`src/rtl/climate_controller.sv`:
```
// Multi-zone heater/cooler controller: per-zone IDLE/HEATING/COOLING hysteresis FSM,
// shared power budget, optional per-zone minimum dwell (macro CLIMATE_MIN_DWELL_EN).
module climate_controller #(
  parameter int WIDTH      = 5,
  parameter int ZONES      = 2,
  parameter int HEAT_ON    = 18,
  parameter int TARGET     = 20,
  parameter int COOL_ON    = 22,
  parameter int MIN_DWELL  = 4,
  parameter int MAX_ACTIVE = 1
) (
  input  logic                   clk,
  input  logic                   rst_n,
  input  logic                   enable,
  input  logic [ZONES*WIDTH-1:0] temperature,
  output logic [ZONES-1:0]       heating,
  output logic [ZONES-1:0]       cooling,
  output logic [ZONES-1:0]       waiting
);

  // Encoding matches {heating, cooling}; 2'b11 is never produced.
  typedef enum logic [1:0] {
    ST_IDLE    = 2'b00,
    ST_COOLING = 2'b01,
    ST_HEATING = 2'b10
  } state_t;

  localparam logic [WIDTH-1:0] L_HEAT_ON = WIDTH'(HEAT_ON);
  localparam logic [WIDTH-1:0] L_TARGET  = WIDTH'(TARGET);
  localparam logic [WIDTH-1:0] L_COOL_ON = WIDTH'(COOL_ON);

  state_t           r_state [ZONES];
  state_t           w_next  [ZONES];
  logic [ZONES-1:0] r_heating;
  logic [ZONES-1:0] r_cooling;
  logic [ZONES-1:0] r_waiting;
  logic [ZONES-1:0] w_wait;
  logic [ZONES-1:0] w_eligible;
  logic [WIDTH-1:0] w_temp;
  state_t           w_req;
  int               w_active;
  int               w_grants;

`ifdef CLIMATE_MIN_DWELL_EN
  localparam int DW_W = (MIN_DWELL > 1) ? $clog2(MIN_DWELL) : 1;
  localparam logic [DW_W-1:0] L_DWELL_LOAD = DW_W'(MIN_DWELL - 1);

  logic [DW_W-1:0] r_dwell [ZONES];

  always_comb begin
    w_eligible = '0;
    for (int z = 0; z < ZONES; z++) begin
      w_eligible[z] = (r_dwell[z] == '0);
    end
  end

  // Disable or reset abandons any pending dwell so zones are eligible at once.
  always_ff @(posedge clk or negedge rst_n) begin
    if (!rst_n) begin
      for (int z = 0; z < ZONES; z++) r_dwell[z] <= '0;
    end else if (!enable) begin
      for (int z = 0; z < ZONES; z++) r_dwell[z] <= '0;
    end else begin
      for (int z = 0; z < ZONES; z++) begin
        if (w_next[z] != r_state[z]) begin
          r_dwell[z] <= L_DWELL_LOAD;
        end else if (r_dwell[z] != '0) begin
          r_dwell[z] <= r_dwell[z] - 1'b1;
        end
      end
    end
  end
`else
  assign w_eligible = '1;
`endif

  // Next-state and budget arbitration; budget counts registered states only, so a
  // zone dropping to IDLE this cycle frees its slot from the next cycle.
  always_comb begin
    w_active = 0;
    w_grants = 0;
    w_temp   = '0;
    w_req    = ST_IDLE;
    w_wait   = '0;
    for (int z = 0; z < ZONES; z++) begin
      w_next[z] = r_state[z];
      if (r_state[z] != ST_IDLE) w_active = w_active + 1;
    end
    for (int z = 0; z < ZONES; z++) begin
      w_temp = temperature[z*WIDTH +: WIDTH];
      w_req  = ST_IDLE;
      if (enable && w_eligible[z]) begin
        case (r_state[z])
          ST_IDLE: begin
            if (w_temp <= L_HEAT_ON)      w_req = ST_HEATING;
            else if (w_temp >= L_COOL_ON) w_req = ST_COOLING;
            if (w_req != ST_IDLE) begin
              if (w_active + w_grants < MAX_ACTIVE) begin
                w_next[z] = w_req;
                w_grants  = w_grants + 1;
              end else begin
                w_wait[z] = 1'b1;
              end
            end
          end
          ST_HEATING: if (w_temp >= L_TARGET) w_next[z] = ST_IDLE;
          ST_COOLING: if (w_temp <= L_TARGET) w_next[z] = ST_IDLE;
          default:    w_next[z] = ST_IDLE;
        endcase
      end
    end
  end

  always_ff @(posedge clk or negedge rst_n) begin
    if (!rst_n) begin
      for (int z = 0; z < ZONES; z++) r_state[z] <= ST_IDLE;
      r_heating <= '0;
      r_cooling <= '0;
      r_waiting <= '0;
    end else if (!enable) begin
      for (int z = 0; z < ZONES; z++) r_state[z] <= ST_IDLE;
      r_heating <= '0;
      r_cooling <= '0;
      r_waiting <= '0;
    end else begin
      for (int z = 0; z < ZONES; z++) begin
        r_state[z]   <= w_next[z];
        r_heating[z] <= (w_next[z] == ST_HEATING);
        r_cooling[z] <= (w_next[z] == ST_COOLING);
      end
      r_waiting <= w_wait;
    end
  end

  assign heating = r_heating;
  assign cooling = r_cooling;
  assign waiting = r_waiting;

endmodule

```
`config.mk`:
```
export PLATFORM = sky130hd
export DESIGN_NAME = climate_controller
export DESIGN_NICKNAME = d
export VERILOG_FILES = /design/src/rtl/climate_controller.sv
export SDC_FILE = /design/constraint.sdc
export NUM_CORES = 1
export LEC_CHECK = 0
export ABC_AREA = 1
export CAP_MARGIN = 10
export CORE_AREA = 5 5 42 44
export CTS_BUF_LIST = sky130_fd_sc_hd__clkbuf_8
export CTS_CLUSTER_SIZE = 28
export DETAILED_ROUTE_END_ITERATION = 10
export DIE_AREA = 0 0 47 49
export DONT_BUFFER_PORTS = 1
export PLACE_DENSITY = 0.66
export SETUP_SLACK_MARGIN = 0.2
export SYNTH_ARGS = -nofsm -noshare
export SYNTH_HDL_FRONTEND = slang
export SYNTH_SLANG_ARGS = --single-unit
```
`constraint.sdc`:
```
create_clock -name clk -period 5.64 [get_ports clk]
set_input_delay 0.564 -clock clk [delete_from_list [all_inputs] [get_ports clk]]
set_output_delay 0.564 -clock clk [all_outputs]
set_load 0.005 [all_outputs]
```
## After elaboration in Yosys (flattened, before gate mapping)

Cells that the tools add are included.
W data, S select, Z words.

- Add/sub/neg operators: 2
- Reduce and logical (&&, ||, !) cells: 6
- Equal/unequal tests: 8
- Muxes and demuxes: 36
- Magnitude comparators: 10

Operators with widths:

| kind | count |
|---|---|
| $lt A32 B2 Y1 const B | 2 |
| $mux W2 | 19 |
| $add A32 B2 Y32 const B | 1 |
| $add A32 B32 Y32 | 1 |
| $mux W32 | 1 |
| $ge A5 B5 Y1 const B | 4 |
| $le A5 B5 Y1 const B | 4 |
| $mux W1 | 13 |
| $pmux W2 S3 | 2 |
| $eq A2 B1 Y1 const B | 4 |
| $eq A2 B2 Y1 const B | 4 |
| $reduce_bool A2 Y1 | 4 |
| $logic_not A2 Y1 | 2 |
| $mux W4 | 1 |

- Flip-flop bits (word level): 10
- Output and inout bits: 6

## Depth between registers and ports, before layout

Gate-level depths: netlist of run 1.

- Depth after elaboration: 17
- Mapped depth: 14
- Mapped depth without buffers: 14

## Worst setup path after synthesis of run 1

OpenSTA, ideal clock, no wires.

- Kind: register to register
- Start: register r_state[0] (netlist name)
- End: register r_cooling[1], in the netlist cooling[1]
- Clock period less this slack: 1.984 ns
- Path slack: 3.656 ns
- Library setup time: 0.077 ns
- Cell stages (with the launch flop): 13
- Arrival: 1.907 ns
- Cells stage by stage: dfrtp_1 -> inv_1 -> nand2_2 -> inv_1 -> ha_1 -> inv_1 -> nor2_2 -> nand3_2 -> fa_1 -> nand3b_1 -> nor2_1 -> nand2_1 -> a21oi_1

- Cells in the longest elaborated chain, start to end: 15

Ends and longest elaborated chain:

| element | RTL line | text |
|---|---|---|
| from (decl) | 32 | `state_t r_state [ZONES];` |
| from (signal, indexed assignment) | 127 | `r_state[z] <= w_next[z];` |
| $reduce_bool A2 Y1 | 87 | `if (r_state[z] != ST_IDLE) w_active = w_active + 1;` |
| $mux W32 | 87 |  |
| $lt A32 B2 Y1 | 98 | `if (w_active + w_grants < MAX_ACTIVE) begin` |
| $mux W1 | 98 |  |
| $mux W1 | 97 | `if (w_req != ST_IDLE) begin` |
| $mux W1 | 93 | `case (r_state[z])` |
| $mux W1 | 92 | `if (enable && w_eligible[z]) begin` |
| $add A32 B32 Y32 | 98 |  |
| $lt A32 B2 Y1 | 98 |  |
| $mux W2 | 98 |  |
| $mux W2 | 97 |  |
| $pmux W2 S3 | 93 |  |
| $mux W2 * | 92 |  |
| $eq A2 B1 Y1 * | 129 | `r_cooling[z] <= (w_next[z] == ST_COOLING);` |
| $mux W2 * | 120 | `end else if (!enable) begin` |
| to (signal, indexed assignment) | 129 |  |
| to (decl) | 35 | `logic [ZONES-1:0] r_cooling;` |

Mark *: on every way between the ends. The rest lies on a longest branch, timed or not.

## Final worst setup path of run 1

Same ends and word-level chain as after synthesis.

==> reports/results.ini, run 1 <==
[critical_path]
cp-end-kind = register
path_max_fanout = 4
path_class = reg -> reg
startpoint_type = register
critical_path_required_ns = 5.79
critPathArrivalTime_ns = 2.36

[layout]
area_growth_pct = 9.96
layout_common_cells = inv_1, nand2_1, dfrtp_1
design_area_um2 = 677
seqCellArea_um2 = 250
final_cells = 99
multi_input_comb_area_um2 = 309
num_antenna_cells = 0
drive_gt1_frac = 0.108
final_common_cell = inv_1
fillers = 133
nets = 103
postLayoutCoreUtil = 0.483

[run_status]
status = completed

[detailed_routing]
routed_via_density = 4.90
num_vias = 485
wirelength_um = 1070
drtAntennaViolNets = 0
drtPass1Iterations = 2
wire_per_inst_um = 10.8
drt-initial-drc-count = 5
drc_errors = 0

[timing]
clock_skew_ns = 0.00182
hold_violations = 0
fin_hold_ws_ns = 0.0308
setup_viol = 0
relSlewSlack = 0.806
min_period_ns = 2.21
tightest_slew_ns = 0.289
finalSetupTns_ns = 0
fin_crit_sh = 0.392
fin_ws_ns = 3.43
max_clock_freq_mhz = 453
slew_violations = 0
rsz0062_at_grt = no

[power_and_ir_drop]
p_sw_uw = 121
power_uw = 312
total_leakage_power_nw = 0.363
comb_power_share = 0.427
swShare = 0.388
p_int_uw = 191
power_frac_seq = 0.349
ir_drop_uv = 193
p_per_area_mw_per_mm2 = 460
clockPowerShare = 0.225

[clock_network]
clock_latency_ns = 0.23
ctsResizeCount = 0
postCtsHoldBufs = 0
root_buffer = clkbuf_8
cts_setup_buffers = 0
cts.sinks = 10
cts_inserted_buffers = 3
clk_pin_slew_ns = 0.04
clock_path_buffers = 2
cts_tree = built
h-tree-depth = 1

[die]
start_util = 0.439
die_h_um = 49
core_area_mm2 = 0.00140
die_width_um = 47
die_area_mm2 = 0.00230
rows = 14
ios = 19

[yosys]
syn_inst = 80
synth_top_cell_area_share = 0.407
synthTopCellsByArea = dfrtp_1, inv_1, nand2_1
ys_types = 16
synth_area_per_cell_um2 = 7.69
syn_nets = 98
ys_warn_count = 0
syn_area_um2 = 616
yosys.area.top_type = dfrtp_1
ys_seq_elements = 10
synth-seq-area-share = 0.407

[placed_design]
place_inst = 96
place_area_um2 = 636
dp_hpwl_um = 903
place.gp.congestion = 0.787
pre_cts_slack_ns = 3.46
io_buffers = 0

[global_routing]
grt_overflow_total = 0
grt_pass1_vias = 474
track_usage = 0.107
grt_antenna_before_repair = 0
grt_max_degree = 11
grt_first_pass_wirelength_um = 1800

[worst_hold_path]
min_path_type = in -> async

[flow_run]
max-cap-violations = 0

==> power groups by stage <==
stage / logic, mW / clock network [mW] / registers [mW]
2_1_floorplan: 0.110 / 0 / 0.107
3_3_place_gp: 0.128 / 0 / 0.109
3_5_place_dp: 0.131 / 0 / 0.110
4_1_cts: 0.132 / 0.0713 / 0.110
5_1_grt: 0.152 / 0.0752 / 0.113
6_report: 0.133 / 0.0700 / 0.109
==> registers in the layout, indices dropped and copies added (netlist names) <==
signal and cells:
r_state 4, heating 2, cooling 2, waiting 2
==> layer usage <==
layer,part of all wire,up-vias,global-route usage
met5,0,-,0
met2,0.49,9,0.167
met1,0.43,219,0.118
li1,-,255,-
met3,0.058,2,0.0258
met4,0.019,0,0.0829
==> final timing paths <==
check,from,endpoint,slack [ns],cells after the start
max in group asynchronous,rst_n,waiting[0],5.54,0
setup reg to reg,r_state[0],cooling[1],3.43,12
setup / recovery,r_state[0],cooling[1],3.43,12
hold reg to reg,r_state[3],r_state[3],0.60,2
hold / removal,rst_n,r_state[0],0.03,0
min in group clk,enable,waiting[0],0.46,2
==> critical path, cell delays in order (launching register included) <==
cell,delay (ns)
dfrtp_1,0.35
inv_1,0.12
nand2_2,0.09
inv_1,0.12
ha_1,0.15
inv_1,0.05
nor2_2,0.16
nand3_2,0.11
fa_1,0.49
nand3b_1,0.11
nor2_1,0.15
nand2_1,0.09
a21oi_1,0.14
==> cells by family after synthesis <==
group | Yosys count | synth area share
AO/OA/AOI/OAI | 11 | 0.0955
flip-flops | 10 | 0.407
adder cells (fa/ha/maj) | 5 | 0.114
AND/OR/NAND/NOR | 39 | 0.293
buffers and inverters | 15 | 0.0915
==> synthesized netlist by cell type (all sizes together) <==
master / number
nand2b: 1
nand3: 8
ha: 4
fa: 1
o21ai: 3
a21oi: 8
nor2: 11
nand2: 16
nand3b: 1
inv: 15
dfrtp: 10
nor3: 2
==> layout make-up <==
class                   count  area share
multi-input cells          55       0.457
clock buffers               3      0.0610
inverters                  15      0.0832
flip-flops and latches     10       0.370
well taps                  16      0.0296
Power figures use the tool's default switching activity.
==> run 2: changes to the inputs <==
==> constraint.sdc (replaced) <==
create_clock -name clk -period 2.3 [get_ports clk]
set_input_delay 0.23 -clock clk [delete_from_list [all_inputs] [get_ports clk]]
set_output_delay 0.23 -clock clk [all_outputs]
set_load 0.005 [all_outputs]
==> run 2 against run 1 <==
Sequential share of layout area decreased by 6.4 points. Sequential power up 150%. Cell count grew 13%. Die area did not move. Clock power grew to 3.1 times the previous value. Via count increased by 13%. Highest routed layer unchanged.
==> reports/results.ini, run 2 (synthesized netlist as in run 1, its figures left out) <==
[timing]
relSlewSlack = 0.707  ; -0.0989
fin_hold_ws_ns = 0.134  ; +0.104 ns
hold_violations = 0  ; unchanged
slew_violations = 0  ; unchanged
max_clock_freq_mhz = 486  ; +7.3%
rsz0062_at_grt = yes
fin_crit_sh = 0.894  ; +0.503
setup_viol = 0  ; unchanged
tightest_slew_ns = 0.438  ; +0.149 ns
min_period_ns = 2.06  ; -0.151 ns
clock_skew_ns = 0.00319  ; +0.00137 ns
finalSetupTns_ns = 0  ; unchanged

[power_and_ir_drop]
p_int_uw = 657  ; +240%
power_frac_seq = 0.256  ; -0.093
total_leakage_power_nw = 0.428  ; +18%
swShare = 0.372  ; -0.0160
power_mw = 1.04  ; +240%
p_sw_uw = 388  ; +220%
p_per_area_mw_per_mm2 = 1270  ; +180%
clockPowerShare = 0.205  ; -0.020
comb_power_share = 0.539  ; +0.112
ir_drop_uv = 636  ; +230%

[layout]
fillers = 126  ; -5.3%
area_growth_pct = 33.1
top_register = r_state
num_antenna_cells = 0  ; unchanged
largest_register_ffs = 4  ; unchanged
nets = 115  ; +12%
drive_gt1_frac = 0.313  ; +0.204
layout_common_cells = nand2_1, buf_4, dfrtp_1
final_common_cell = nand2_1

[critical_path]
cp-end-kind = register
setup.worst_path.start = r_state[1]
rr_worst_depth = 12  ; unchanged
startpoint_type = register
reg2reg_slack_ns = 0.24  ; -3.19 ns
critical_path_required_ns = 2.46  ; -3.33 ns
path_max_fanout = 3  ; -1
critPathArrivalTime_ns = 2.21  ; -0.15 ns
r2r-end = r_state[1]
path_class = reg -> reg
r2r_start = r_state[1]
worstSetupEndpoint = r_state[1]

[clock_network]
h-tree-depth = 1  ; unchanged
cts_tree = built
clk_pin_slew_ns = 0.05  ; about the same
cts_inserted_buffers = 3  ; unchanged
clock_path_buffers = 2  ; unchanged
root_buffer = clkbuf_8
clock_latency_ns = 0.23  ; about the same
cts.sinks = 10  ; unchanged

[die]
die_h_um = 49  ; unchanged
die_area_mm2 = 0.00230  ; unchanged
start_util = 0.439  ; unchanged
die_width_um = 47  ; unchanged
rows = 14  ; unchanged
core_area_mm2 = 0.00140  ; unchanged
ios = 19  ; unchanged

[detailed_routing]
drt-initial-drc-count = 21  ; +16
wire_per_inst_um = 11.9  ; +9.9%
routed_via_density = 4.91  ; +0.24%
drtPass1Iterations = 4  ; +2
drtAntennaViolNets = 0  ; unchanged
num_vias = 550  ; +13%
wirelength_um = 1330  ; +24%
drc_errors = 0  ; unchanged

[flow_run]
max-cap-violations = 0  ; unchanged

[global_routing]
grt_pass1_vias = 492  ; +3.8%
grt_overflow_total = 0  ; unchanged
grt_first_pass_wirelength_um = 1900  ; +5.4%
grt_antenna_before_repair = 0  ; unchanged
grt_max_degree = 11  ; unchanged
track_usage = 0.113  ; +0.00553

[placed_design]
io_buffers = 0  ; unchanged
place.gp.congestion = 0.769  ; -2.3%
dp_hpwl_um = 921  ; +2.0%

[worst_hold_path]
min_path_type = in -> reg

[run_status]
status = completed

==> run 2: repair_timing <==
item	CTS	global route
pin swaps	1	11
hold buffers	1	0
endpoints found under the setup margin	4	5
buffers inserted	1	10
resized for setup	3	12
hold endpoints to repair	10	0
==> run 2: final cells by class <==
| type | count | area [um^2] | area share |
|---|---|---|---|
| Inverter | 15 | 61.3 | 0.0748 |
| Tap cell | 16 | 20.0 | 0.0244 |
| Sequential cell | 10 | 250 | 0.305 |
| Multi-Input combinational cell | 55 | 340 | 0.415 |
| Clock buffer | 4 | 55.1 | 0.0672 |
| Timing Repair Buffer | 12 | 92.6 | 0.113 |
==> run 2: metal layers <==
metal	global-route usage	wire length, um
met5	0	0
met4	0.0829	19
met3	0.0295	83
met2	0.179	722
met1	0.122	505
==> run 2: through the flow <==
| stage | instance area (um^2) | setup slack, ns | utilization | std cells |
|---|---|---|---|---|
| final | 820 | 0.243 | 0.585 | 112 |
| after global routing | 820 | 0.109 | 0.585 | 112 |
| after CTS | 712 | 0.202 | 0.508 | 102 |
| after detailed placement | 636 | 0.107 | 0.454 | 96 |
| after global placement | 636 | 0.141 | 0.454 | 96 |
| after floorplan | 616 | 0.316 | - | 80 |
==> run 2: critical path, cell delays in order (launching register included) <==
cell and delay [ns]:
dfrtp_1 0.40, inv_2 0.08, nand2_4 0.06, inv_4 0.07, ha_4 0.12, inv_2 0.04
nor2_4 0.12, nand3_2 0.10, fa_1 0.51, nand3b_1 0.10, nor2_1 0.15, nand2_1 0.10
a21oi_1 0.15
==> run 2: worst min path at each step <==
stage	from	to	slack [ns]	cells after the start
after floorplan	rst_n	cooling[0]	-0.07	0
after global placement	rst_n	cooling[0]	-0.07	0
after detailed placement	rst_n	cooling[0]	-0.07	0
after CTS	enable	waiting[0]	0.12	2
after global routing	enable	waiting[0]	0.14	2
final	enable	waiting[0]	0.13	2
==> run 2: power groups by stage <==
stage	clock (mW)	combinational, mW	sequential, mW
3_5_place_dp	0	0.326	0.269
3_3_place_gp	0	0.318	0.268
2_1_floorplan	0	0.270	0.262
6_report	0.214	0.563	0.268
4_1_cts	0.218	0.364	0.267
5_1_grt	0.228	0.619	0.276
==> run 3: changes to the inputs <==
--- a/config.mk
+++ b/config.mk
@@ -13,6 +13,7 @@
 export DETAILED_ROUTE_END_ITERATION = 10
 export DIE_AREA = 0 0 47 49
 export DONT_BUFFER_PORTS = 1
+export HOLD_SLACK_MARGIN = 0.08
 export PLACE_DENSITY = 0.66
 export SETUP_SLACK_MARGIN = 0.2
 export SYNTH_ARGS = -nofsm -noshare
==> constraint.sdc (replaced) <==
create_clock -name clk -period 2.3 [get_ports clk]
set_input_delay 0.23 -clock clk [delete_from_list [all_inputs] [get_ports clk]]
set_output_delay 0.23 -clock clk [all_outputs]
set_load 0.01 [all_outputs]
==> results of run 3 <==
Same layout as run 2 (identical final DEF). Status: completed.
Among the figures that moved: total power 1.04 mW -> 1.06 mW; worst IR drop on VDD 636 uV -> 639 uV
